`config.mk`:
```
export PLATFORM = sky130hd
export DESIGN_NAME = irq_counter_bank
export DESIGN_NICKNAME = d
export VERILOG_FILES = /design/src/rtl/irq_bank_pkg.sv /design/src/rtl/irq_sync_edge.sv /design/src/rtl/irq_counter_bank.sv
export SDC_FILE = /design/constraint.sdc
export NUM_CORES = 1
export LEC_CHECK = 0
export BUFFER_PORTS_ARGS = -buffer_cell sky130_fd_sc_hd__buf_2
export CORE_ASPECT_RATIO = 1.5
export CORE_MARGIN = 2
export CORE_UTILIZATION = 45
export DETAILED_ROUTE_END_ITERATION = 8
export SLEW_MARGIN = 20
export SYNTH_ARGS = -nofsm -noshare
export SYNTH_HDL_FRONTEND = slang
export SYNTH_SLANG_ARGS = --single-unit
```
`constraint.sdc`:
```
create_clock -name clk -period 5.1 [get_ports clk]
set_input_delay 0.765 -clock clk [delete_from_list [all_inputs] [get_ports clk]]
set_output_delay 0.765 -clock clk [all_outputs]
set_load 0.02 [all_outputs]
```
`src/rtl/irq_bank_pkg.sv`:
```
// Shared definitions for the interrupt counter bank:
// register offsets and bus handshake states.
package irq_bank_pkg;

    localparam logic [7:0] REG_ENABLE     = 8'h00;
    localparam logic [7:0] REG_SATMODE    = 8'h04;
    localparam logic [7:0] REG_PENDING    = 8'h08;
    localparam logic [7:0] REG_MASK       = 8'h0C;
    localparam logic [7:0] REG_OVF        = 8'h10;
    localparam logic [7:0] REG_COUNT_BASE = 8'h20;

    typedef enum logic {
        BUS_IDLE,
        BUS_ACK
    } bus_state_e;

endpackage

```
`src/rtl/irq_sync_edge.sv`:
```
// Multi-flop synchroniser for one asynchronous interrupt line
// with a one-cycle rising-edge strobe on the synchronised value.
module irq_sync_edge #(
    parameter int SYNC_STAGES = 2
) (
    input  logic clk,
    input  logic resetn,
    input  logic d_in,
    output logic edge_o
);

    logic [SYNC_STAGES-1:0] sync_q, sync_d;
    logic                   prev_q, prev_d;

    always_comb begin
        sync_d = {sync_q[SYNC_STAGES-2:0], d_in};
        prev_d = sync_q[SYNC_STAGES-1];
    end

    always_ff @(posedge clk or negedge resetn) begin
        if (!resetn) begin
            sync_q <= '0;
            prev_q <= 1'b0;
        end else begin
            sync_q <= sync_d;
            prev_q <= prev_d;
        end
    end

    assign edge_o = sync_q[SYNC_STAGES-1] & ~prev_q;

endmodule

```
`src/rtl/irq_counter_bank.sv`:
```
// Multi-channel interrupt edge counter with pending/mask/overflow
// state, exposed on the native memory bus.
module irq_counter_bank
    import irq_bank_pkg::*;
#(
    parameter int NUM_CH      = 4,
    parameter int CNT_WIDTH   = 16,
    parameter int SYNC_STAGES = 2
) (
    input  logic              clk,
    input  logic              resetn,
    input  logic [NUM_CH-1:0] irq_in,
    output logic [NUM_CH-1:0] irq_out,
    input  logic              bus_valid,
    output logic              bus_ready,
    input  logic [7:0]        bus_addr,
    input  logic [31:0]       bus_wdata,
    input  logic [3:0]        bus_wstrb,
    output logic [31:0]       bus_rdata
);

    localparam logic [CNT_WIDTH-1:0] CNT_MAX = '1;
    localparam int CNT_WORD = int'(REG_COUNT_BASE >> 2);

    bus_state_e state_q, state_d;
    logic [31:0] rdata_q, rdata_d, rd_val;

    logic [NUM_CH-1:0] en_q, en_d;
    logic [NUM_CH-1:0] sat_q, sat_d;
    logic [NUM_CH-1:0] pend_q, pend_d;
    logic [NUM_CH-1:0] mask_q, mask_d;
    logic [NUM_CH-1:0] ovf_q, ovf_d;
    logic [NUM_CH-1:0] irq_q, irq_d;
    logic [CNT_WIDTH-1:0] cnt_q [NUM_CH];
    logic [CNT_WIDTH-1:0] cnt_d [NUM_CH];

    logic [NUM_CH-1:0] edge_raw, hit, wrap, cnt_clr, pend_clr, ovf_clr;
    logic [5:0] word;
    logic accept, we;
    logic unused_bits;

    for (genvar g = 0; g < NUM_CH; g++) begin : g_sync
        irq_sync_edge #(.SYNC_STAGES(SYNC_STAGES)) u_sync (
            .clk   (clk),
            .resetn(resetn),
            .d_in  (irq_in[g]),
            .edge_o(edge_raw[g])
        );
    end

    function automatic logic [NUM_CH-1:0] merge(
        input logic [NUM_CH-1:0] old_v,
        input logic [NUM_CH-1:0] wd,
        input logic [3:0]        strb
    );
        for (int j = 0; j < NUM_CH; j++)
            merge[j] = strb[j/8] ? wd[j] : old_v[j];
    endfunction

    assign hit         = edge_raw & en_q;
    assign word        = bus_addr[7:2];
    assign accept      = (state_q == BUS_IDLE) && bus_valid;
    assign we          = accept && (|bus_wstrb);
    assign unused_bits = ^{bus_addr[1:0], bus_wdata};

    always_comb begin
        rd_val = '0;
        case (word)
            REG_ENABLE[7:2]:  rd_val[NUM_CH-1:0] = en_q;
            REG_SATMODE[7:2]: rd_val[NUM_CH-1:0] = sat_q;
            REG_PENDING[7:2]: rd_val[NUM_CH-1:0] = pend_q;
            REG_MASK[7:2]:    rd_val[NUM_CH-1:0] = mask_q;
            REG_OVF[7:2]:     rd_val[NUM_CH-1:0] = ovf_q;
            default: ;
        endcase
        for (int i = 0; i < NUM_CH; i++)
            if (int'(word) == CNT_WORD + i) rd_val[CNT_WIDTH-1:0] = cnt_q[i];
    end

    always_comb begin
        state_d = state_q;
        rdata_d = rdata_q;
        unique case (state_q)
            BUS_IDLE: if (bus_valid) begin
                state_d = BUS_ACK;
                rdata_d = rd_val;
            end
            BUS_ACK:  state_d = BUS_IDLE;
            default:  state_d = BUS_IDLE;
        endcase
    end

    always_comb begin
        en_d     = en_q;
        sat_d    = sat_q;
        mask_d   = mask_q;
        pend_clr = '0;
        ovf_clr  = '0;
        cnt_clr  = '0;
        wrap     = '0;
        if (we) begin
            case (word)
                REG_ENABLE[7:2]:  en_d = merge(en_q, bus_wdata[NUM_CH-1:0], bus_wstrb);
                REG_SATMODE[7:2]: sat_d = merge(sat_q, bus_wdata[NUM_CH-1:0], bus_wstrb);
                REG_MASK[7:2]:    mask_d = merge(mask_q, bus_wdata[NUM_CH-1:0], bus_wstrb);
                REG_PENDING[7:2]: pend_clr = bus_wdata[NUM_CH-1:0];
                REG_OVF[7:2]:     ovf_clr = bus_wdata[NUM_CH-1:0];
                default: ;
            endcase
            for (int i = 0; i < NUM_CH; i++)
                cnt_clr[i] = (int'(word) == CNT_WORD + i);
        end
        // A clear racing an edge leaves exactly the new edge counted.
        for (int i = 0; i < NUM_CH; i++) begin
            cnt_d[i] = cnt_q[i];
            if (cnt_clr[i]) begin
                cnt_d[i] = hit[i] ? CNT_WIDTH'(1) : '0;
            end else if (hit[i]) begin
                if (cnt_q[i] != CNT_MAX) begin
                    cnt_d[i] = cnt_q[i] + 1'b1;
                end else if (!sat_q[i]) begin
                    cnt_d[i] = '0;
                    wrap[i]  = 1'b1;
                end
            end
        end
        pend_d = (pend_q & ~pend_clr) | hit;
        ovf_d  = (ovf_q & ~ovf_clr) | wrap;
        irq_d  = pend_q & mask_q;
    end

    always_ff @(posedge clk or negedge resetn) begin
        if (!resetn) begin
            state_q <= BUS_IDLE;
            rdata_q <= '0;
            en_q    <= '0;
            sat_q   <= '0;
            pend_q  <= '0;
            mask_q  <= '0;
            ovf_q   <= '0;
            irq_q   <= '0;
            for (int i = 0; i < NUM_CH; i++) cnt_q[i] <= '0;
        end else begin
            state_q <= state_d;
            rdata_q <= rdata_d;
            en_q    <= en_d;
            sat_q   <= sat_d;
            pend_q  <= pend_d;
            mask_q  <= mask_d;
            ovf_q   <= ovf_d;
            irq_q   <= irq_d;
            for (int i = 0; i < NUM_CH; i++) cnt_q[i] <= cnt_d[i];
        end
    end

    assign irq_out   = irq_q;
    assign bus_ready = (state_q == BUS_ACK);
    assign bus_rdata = rdata_q;

endmodule

```
==> metrics.log, run 1 <==
INFO  metric status = finished, final reports clean
INFO  metric synth_area_per_cell = 10.1 um2
INFO  metric insertedDiodeCount = 0
INFO  metric fin_nets = 738
INFO  metric postRouteAntennaNets = 0
INFO  metric detail_route.drc_violations = 0
INFO  metric start_kind = register
INFO  metric final_hold_viol_count = 0
INFO  metric final-setup-viol-count = 0
INFO  metric post_synth_arst_share = 1.00
INFO  metric final.period_utilization = 0.611
INFO  metric total_wirelength = 18.0 mm
INFO  metric design.portCount = 88
INFO  metric port_buffers = 41
INFO  metric cts_tree = built
INFO  metric routed-via-count = 5,535
INFO  metric ys_seq_elements = 117
INFO  metric grt_start_max_net_pins = 79
INFO  metric maxCapViolations = 0
INFO  metric ys_types = 69
INFO  metric final.setup_skew = 8.16 ps
INFO  metric peak_supply_drop = 191 uV
INFO  metric grt.total_usage = 0.243
INFO  metric cellLeakagePower = 3.14 nW
INFO  metric place.detailed.hpwl = 13.2 mm
INFO  metric grt_remaining_overflow = 0
INFO  metric post-route-worst-setup-slack = 1980 ps
INFO  metric layout.cells.most_common = dfrtp_1
INFO  metric setup.worst_path.class = register to register
INFO  metric detailedPlace.worstSlack = 1660 ps
INFO  metric path_max_fanout = 17
INFO  metric area_growth = 14.0%
INFO  metric cts_repair_resize_count = 0
INFO  metric cts_setup_buffers = 0
INFO  metric die-area = 15,600 um2
INFO  metric fill_count = 1,317
INFO  metric initialDrtViolationCount = 590
INFO  metric max-clock-path-buffers = 2
INFO  metric fin_tns_setup = 0 ps
INFO  metric cts_root_buffer = clkbuf_16
INFO  metric grt_antenna_before_repair = 0
INFO  metric clock_edge_transition_at_the_registers_on_the_reported_setup_and_hold_paths = 60 ps
INFO  metric drv_slew = 0
INFO  metric seq_area_frac_synth = 0.445
INFO  metric arrival = 3460 ps
INFO  metric multiInputGateArea = 3400 um2
INFO  metric power-per-cell-area = 362 nW/um2
INFO  metric min_clock_period_post_route = 3120 ps
INFO  metric global_route_wire_length_before_repair = 29.0 mm
INFO  metric final_layout_size_suffix_gt1_frac = 0.182
INFO  metric clock_sink_count = 117
INFO  metric rsz0062_at_grt = false
INFO  metric crit_required = 5440 ps
INFO  metric max_flop_register = cnt_q
INFO  metric placeable_area = 14,400 um2
INFO  metric grt_pass1_vias = 5,391
INFO  metric end_kind = register
INFO  metric ys.warnings.count = 0
INFO  metric final_cell_mix = dfrtp_1 (117), nand2_1 (65), buf_2 (40)
INFO  metric wl_per_cell = 20.1 um
INFO  metric largest_reg_flops = 64
INFO  metric cts_inserted_buffers = 17
INFO  metric floorplan.die.width = 103 um
INFO  metric worstMarginPinSlew = 932 ps
INFO  metric worst_hold_path_type = register to register
INFO  metric floorplan.rows = 54
INFO  metric post_cts_hold_buffer_count = 0
INFO  metric clock_insertion_delay_at_the_later_pin_of_the_skew_report = 420 ps
INFO  metric cts_max_level = 4
INFO  metric max-slew-margin-rel = 0.373
INFO  metric routed_via_density = 6.21
INFO  metric die_h = 152 um
INFO  metric peak_freq = 321 MHz
INFO  metric synth_edf_count = 0
INFO  metric syn_area = 6580 um2
INFO  metric synth_top_flop_cell = dfrtp_1
INFO  metric ff_latch_area = 2930 um2
INFO  metric drt_first_pass_iters = 5
INFO  metric gp_routability_congestion = 0.919
INFO  metric initial_utilization = 0.457
INFO  metric synth_cells = 653
metal layers:
layer  wire length, um  track usage  up-vias  part of all wire
met3               850       0.0446       41             0.047
met5                 0            0        -                 0
met4               651        0.113        0             0.036
li1                  -            -     2535                 -
met2              9300        0.396      205              0.52
met1              7170        0.309     2754              0.40
cell families after synthesis:
family,count (synthesis),share of synthesized area
DFF,117,0.445
buffers and inverters,60,0.0459
and+or+nand+nor,273,0.233
other,1,0.000570
adders and majority gates,4,0.00761
xor gates and xnor gates,19,0.0253
muxes,30,0.0784
AOI/OAI and AO/OA,149,0.163
where the power goes:
group / switching [mW] / internal [mW]
combinational: 0.171 / 0.124
sequential: 0.105 / 1.01
clock: 0.475 / 0.831
cells in the mapped netlist, drive strengths merged (3+ instances only):
library cell / number / share of area
and2: 11 / 0.010
o21ai: 32 / 0.024
or3: 7 / 0.0067
and4: 13 / 0.017
nor4: 15 / 0.019
inv: 12 / 0.0069
a32o: 3 / 0.0046
nand2b: 5 / 0.0048
nand2: 65 / 0.037
mux4: 16 / 0.055
a311oi: 3 / 0.0040
nand4: 35 / 0.033
a22o: 17 / 0.023
or4b: 7 / 0.011
a32oi: 4 / 0.0053
and3b: 4 / 0.0053
nand3: 29 / 0.023
o41ai: 3 / 0.0069
clkbuf: 21 / 0.012
a211oi: 7 / 0.0099
buf: 27 / 0.027
nor2: 40 / 0.023
xor2: 6 / 0.0080
nand3b: 3 / 0.0034
a22oi: 4 / 0.0046
mux2: 12 / 0.021
nor3: 12 / 0.0099
ha: 4 / 0.0076
a21oi: 26 / 0.020
o2111ai: 7 / 0.0093
a21o: 7 / 0.0082
o211ai: 3 / 0.0034
or4: 4 / 0.0046
a31oi: 11 / 0.010
o2bb2ai: 3 / 0.0040
nor2b: 3 / 0.0029
o22a: 4 / 0.0053
o31ai: 3 / 0.0034
and3: 13 / 0.012
dfrtp: 117 / 0.45
xnor2: 13 / 0.017
metrics by stage:
stage,hold WS [ps],utilization,std cells,power [mW],cell area (um2)
detailed placement,338,0.476,860,1.42,6850
finish,349,0.521,892,2.72,7500
global placement,332,0.476,860,1.41,6850
floorplan,331,-,668,1.32,6630
CTS,352,0.521,892,2.73,7490
global route,369,0.521,892,2.84,7500
worst max-delay path, stage by stage, from the launching register on:
cell	delay [ps]
dfrtp_1	410
nand2b_1	660
inv_1	410
and4_1	430
a21oi_1	670
o21ai_0	230
a31oi_1	210
cell type report:
type,count,share of cell area
clock buffers,17,0.0567
clock inverters,15,0.0290
inverters,12,0.00601
well taps,196,0.0327
flip-flops and latches,117,0.391
repair buffers,44,0.0312
multi-input cells,491,0.454
final timing paths:
kind                       cells past startpoint                       start                          to  slack (ps)
max in group asynchronous                      2                      resetn                    ovf_q[3]        3670
min                                            0  g_sync[3].u_sync.sync_q[0]  g_sync[3].u_sync.sync_q[1]         350
min in group asynchronous                      1                      resetn                   cnt_q[57]         390
max                                            6                   bus_ready                   cnt_q[23]        1980
max reg2reg                                    6                   bus_ready                   cnt_q[23]        1980
min reg2reg                                    0  g_sync[3].u_sync.sync_q[0]  g_sync[3].u_sync.sync_q[1]         350
(Power assumes the default switching activity.)
==> inputs of run 2 (changes only) <==
--- a/config.mk
+++ b/config.mk
@@ -5,11 +5,13 @@
 export SDC_FILE = /design/constraint.sdc
 export NUM_CORES = 1
 export LEC_CHECK = 0
+export ABC_AREA = 1
 export BUFFER_PORTS_ARGS = -buffer_cell sky130_fd_sc_hd__buf_2
 export CORE_ASPECT_RATIO = 1.5
 export CORE_MARGIN = 2
 export CORE_UTILIZATION = 45
 export DETAILED_ROUTE_END_ITERATION = 8
+export PLACE_DENSITY = 0.67
 export SLEW_MARGIN = 20
 export SYNTH_ARGS = -nofsm -noshare
 export SYNTH_HDL_FRONTEND = slang
==> constraint.sdc (replaced) <==
create_clock -name clk -period 2.7 [get_ports clk]
set_input_delay 0.405 -clock clk [delete_from_list [all_inputs] [get_ports clk]]
set_output_delay 0.405 -clock clk [all_outputs]
set_load 0.02 [all_outputs]
==> run 2 against run 1 <==
Net effect:
- core utilization hardly changed
- maximum frequency is 43% higher
- via count is 18% higher
- clock power is 75% higher
- wire length is 4.1% higher
==> metrics.log, run 2 <==
INFO  metric area_growth = 13.4%
INFO  metric crit_required = 2980 ps
INFO  metric clock_sink_count = 117
INFO  metric synthDominantAreaCellType = dfrtp_1
INFO  metric fill_count = 1,553
INFO  metric routed_via_density = 5.30
INFO  metric design.portCount = 88
INFO  metric worstReg2RegStart = cnt_q[32]
INFO  metric cellLeakagePower = 3.65 nW
INFO  metric grt_antenna_before_repair = 0
INFO  metric status = finished, final reports clean
INFO  metric worstMarginPinSlew = 585 ps
INFO  metric layout.core_utilization = 0.521
INFO  metric synth_top_flop_cell = dfrtp_1
INFO  metric postRouteAntennaNets = 0
INFO  metric arrival = 2460 ps
INFO  metric place.detailed.hpwl = 14.2 mm
INFO  metric port_buffers = 41
INFO  metric clock_insertion_delay_at_the_later_pin_of_the_skew_report = 420 ps
INFO  metric synth_top_family_by_area = simple AND/OR/NAND/NOR gates
INFO  metric layout.cell_area.non_filler = 8180 um2
INFO  metric power-per-cell-area = 634 nW/um2
INFO  metric synth_area_per_cell = 7.45 um2
INFO  metric path_max_fanout = 19
INFO  metric seq_area_frac_synth = 0.406
INFO  metric fin_cells = 1,235
INFO  metric synth_simple_gate_area_share = 0.350
INFO  metric post_synth_fa_ha_maj_area_fraction = 0.00694
INFO  metric maxCapViolations = 0
INFO  metric worst_reg_to_reg_cells = 9
INFO  metric syn_area = 7210 um2
INFO  metric final_hold_viol_count = 0
INFO  metric total_wirelength = 18.7 mm
INFO  metric final.period_utilization = 0.806
INFO  metric drt_first_pass_iters = 5
INFO  metric numPlacedInstances = 1,202
INFO  metric synth.top_cell.area_share = 0.406
INFO  metric die_h = 159 um
INFO  metric clock_edge_transition_at_the_registers_on_the_reported_setup_and_hold_paths = 60 ps
INFO  metric ys_seq_elements = 117
INFO  metric drv_slew = 0
INFO  metric grt_remaining_overflow = 0
INFO  metric start_kind = register
INFO  metric grt_start_max_net_pins = 40
INFO  metric fin_tns_setup = 0 ps
INFO  metric post_synth_arst_share = 1.00
INFO  metric max-clock-path-buffers = 2
INFO  metric final_cell_mix = nand2_1 (235), dfrtp_1 (117), inv_1 (104)
INFO  metric synth_xor_xnor_area_share = 0.0109
INFO  metric peak_freq = 459 MHz
INFO  metric initialDrtViolationCount = 334
INFO  metric cts_inserted_buffers = 17
INFO  metric insertedDiodeCount = 0
INFO  metric final-setup-viol-count = 0
INFO  metric post_synth_mux_area_share = 0.00468
INFO  metric crit_start = cnt_q[32]
INFO  metric global_route_wire_length_before_repair = 31.3 mm
INFO  metric wl_per_cell = 15.1 um
INFO  metric max-slew-margin-rel = 0.609
INFO  metric end_kind = register
INFO  metric synth_cells = 968
INFO  metric peak_supply_drop = 410 uV
INFO  metric post-route-worst-setup-slack = 523 ps
INFO  metric cts_max_level = 4
INFO  metric min_clock_period_post_route = 2180 ps
INFO  metric cts_tree = built
INFO  metric synth_edf_count = 0
INFO  metric final_layout_size_suffix_gt1_frac = 0.166
INFO  metric detail_route.drc_violations = 0
INFO  metric ys_types = 39
INFO  metric ff2ff_setup_slack = 520 ps
INFO  metric rsz0062_at_grt = false
INFO  metric largest_reg_flops = 64
INFO  metric fin_nets = 1,074
INFO  metric holdCritStartpoint = irq_in[0]
INFO  metric gp_routability_congestion = 0.932
INFO  metric worst_hold_path_type = input port to register
INFO  metric routed-via-count = 6,551
INFO  metric dpl-instance-area = 7570 um2
INFO  metric min_delay_path_depth = 1
INFO  metric cts_setup_buffers = 0
INFO  metric ys.warnings.count = 0
INFO  metric cts_root_buffer = clkbuf_16
INFO  metric synth.cells.most_frequent = nand2_1 (235), dfrtp_1 (117), inv_1 (104), nor2_1 (103)
INFO  metric detailedPlace.worstSlack = 559 ps
INFO  metric grt_pass1_vias = 6,327
INFO  metric synth.area.top_cells = dfrtp_1 (41%), nand2_1 (12%), nand4_1 (5.6%)
INFO  metric placeable_area = 15,700 um2
INFO  metric layout.cells.most_common = nand2_1
INFO  metric floorplan.die.width = 107 um
INFO  metric max_flop_register = cnt_q
INFO  metric final.setup_skew = 10.1 ps
INFO  metric grt.total_usage = 0.233
INFO  metric floorplan.rows = 56
INFO  metric synth.most_common_cell = nand2_1
INFO  metric initial_utilization = 0.460
INFO  metric synth-compound-area-share = 0.119
INFO  metric setup.worst_path.class = register to register
INFO  metric die-area = 17,100 um2
run 2: layer usage:
layer / share of wire / GRT usage / vias to the layer above
met4: 0.041 / 0.107 / 0
li1: - / - / 3304
met3: 0.039 / 0.0454 / 54
met2: 0.52 / 0.407 / 185
met1: 0.40 / 0.272 / 3008
met5: 0 / 0 / -
run 2: what timing repair did:
action | 4_1_cts | 5_1_grt
gates resized for setup | 0 | 0
hold endpoints to repair | 35 | 0
hold buffers | 1 | 0
run 2: layout make-up:
type,instances,area (um2),area share
clock buffer,17,425,0.0520
multi-input combinational,708,3600,0.441
timing repair buffer,57,355,0.0435
sequential,117,2930,0.358
inverter,118,443,0.0542
clock inverter,15,169,0.0207
tap,203,254,0.0311
run 2: path summary, 6_finish.rpt:
kind	end
max reg2reg	cnt_q[47]
max in group asynchronous	cnt_q[39]
min reg2reg	g_sync[1].u_sync.sync_q[1]
max	cnt_q[47]
min in group asynchronous	g_sync[3].u_sync.sync_q[0]
min	g_sync[0].u_sync.sync_q[0]
run 2: cells by family (layout without fill, tap and decap cells):
group,count (synthesis),count (layout)
AND/OR/NAND/NOR,534,534
flip-flops,117,117
buffers and inverters,158,207
adder cells (fa/ha/maj),4,4
AO/OA/AOI/OAI,142,142
XOR/XNOR,9,9
multiplexers,3,3
other,1,16
run 2: stage by stage:
stage	hold slack, ps	total power [mW]
after global routing	71.9	5.44
after CTS	78.6	5.22
after detailed placement	337	2.92
after global placement	333	2.91
final	87.6	5.19
after floorplan	109	2.68
run 2: critical path, cell delays in order, from the launching register on:
cell	delay, ps
dfrtp_1	500
ha_1	280
nand2_1	110
nor2_1	220
nand2_1	170
nor2_4	190
nand2_1	80
nand2_2	60
buf_4	280
o21ai_0	140
run 2: where the power goes:
group	internal (mW)	switching, mW	total, mW	leakage, nW
clock	1.38	0.907	2.29	0.284
combinational	0.270	0.499	0.769	1.89
sequential	1.93	0.195	2.13	1.47
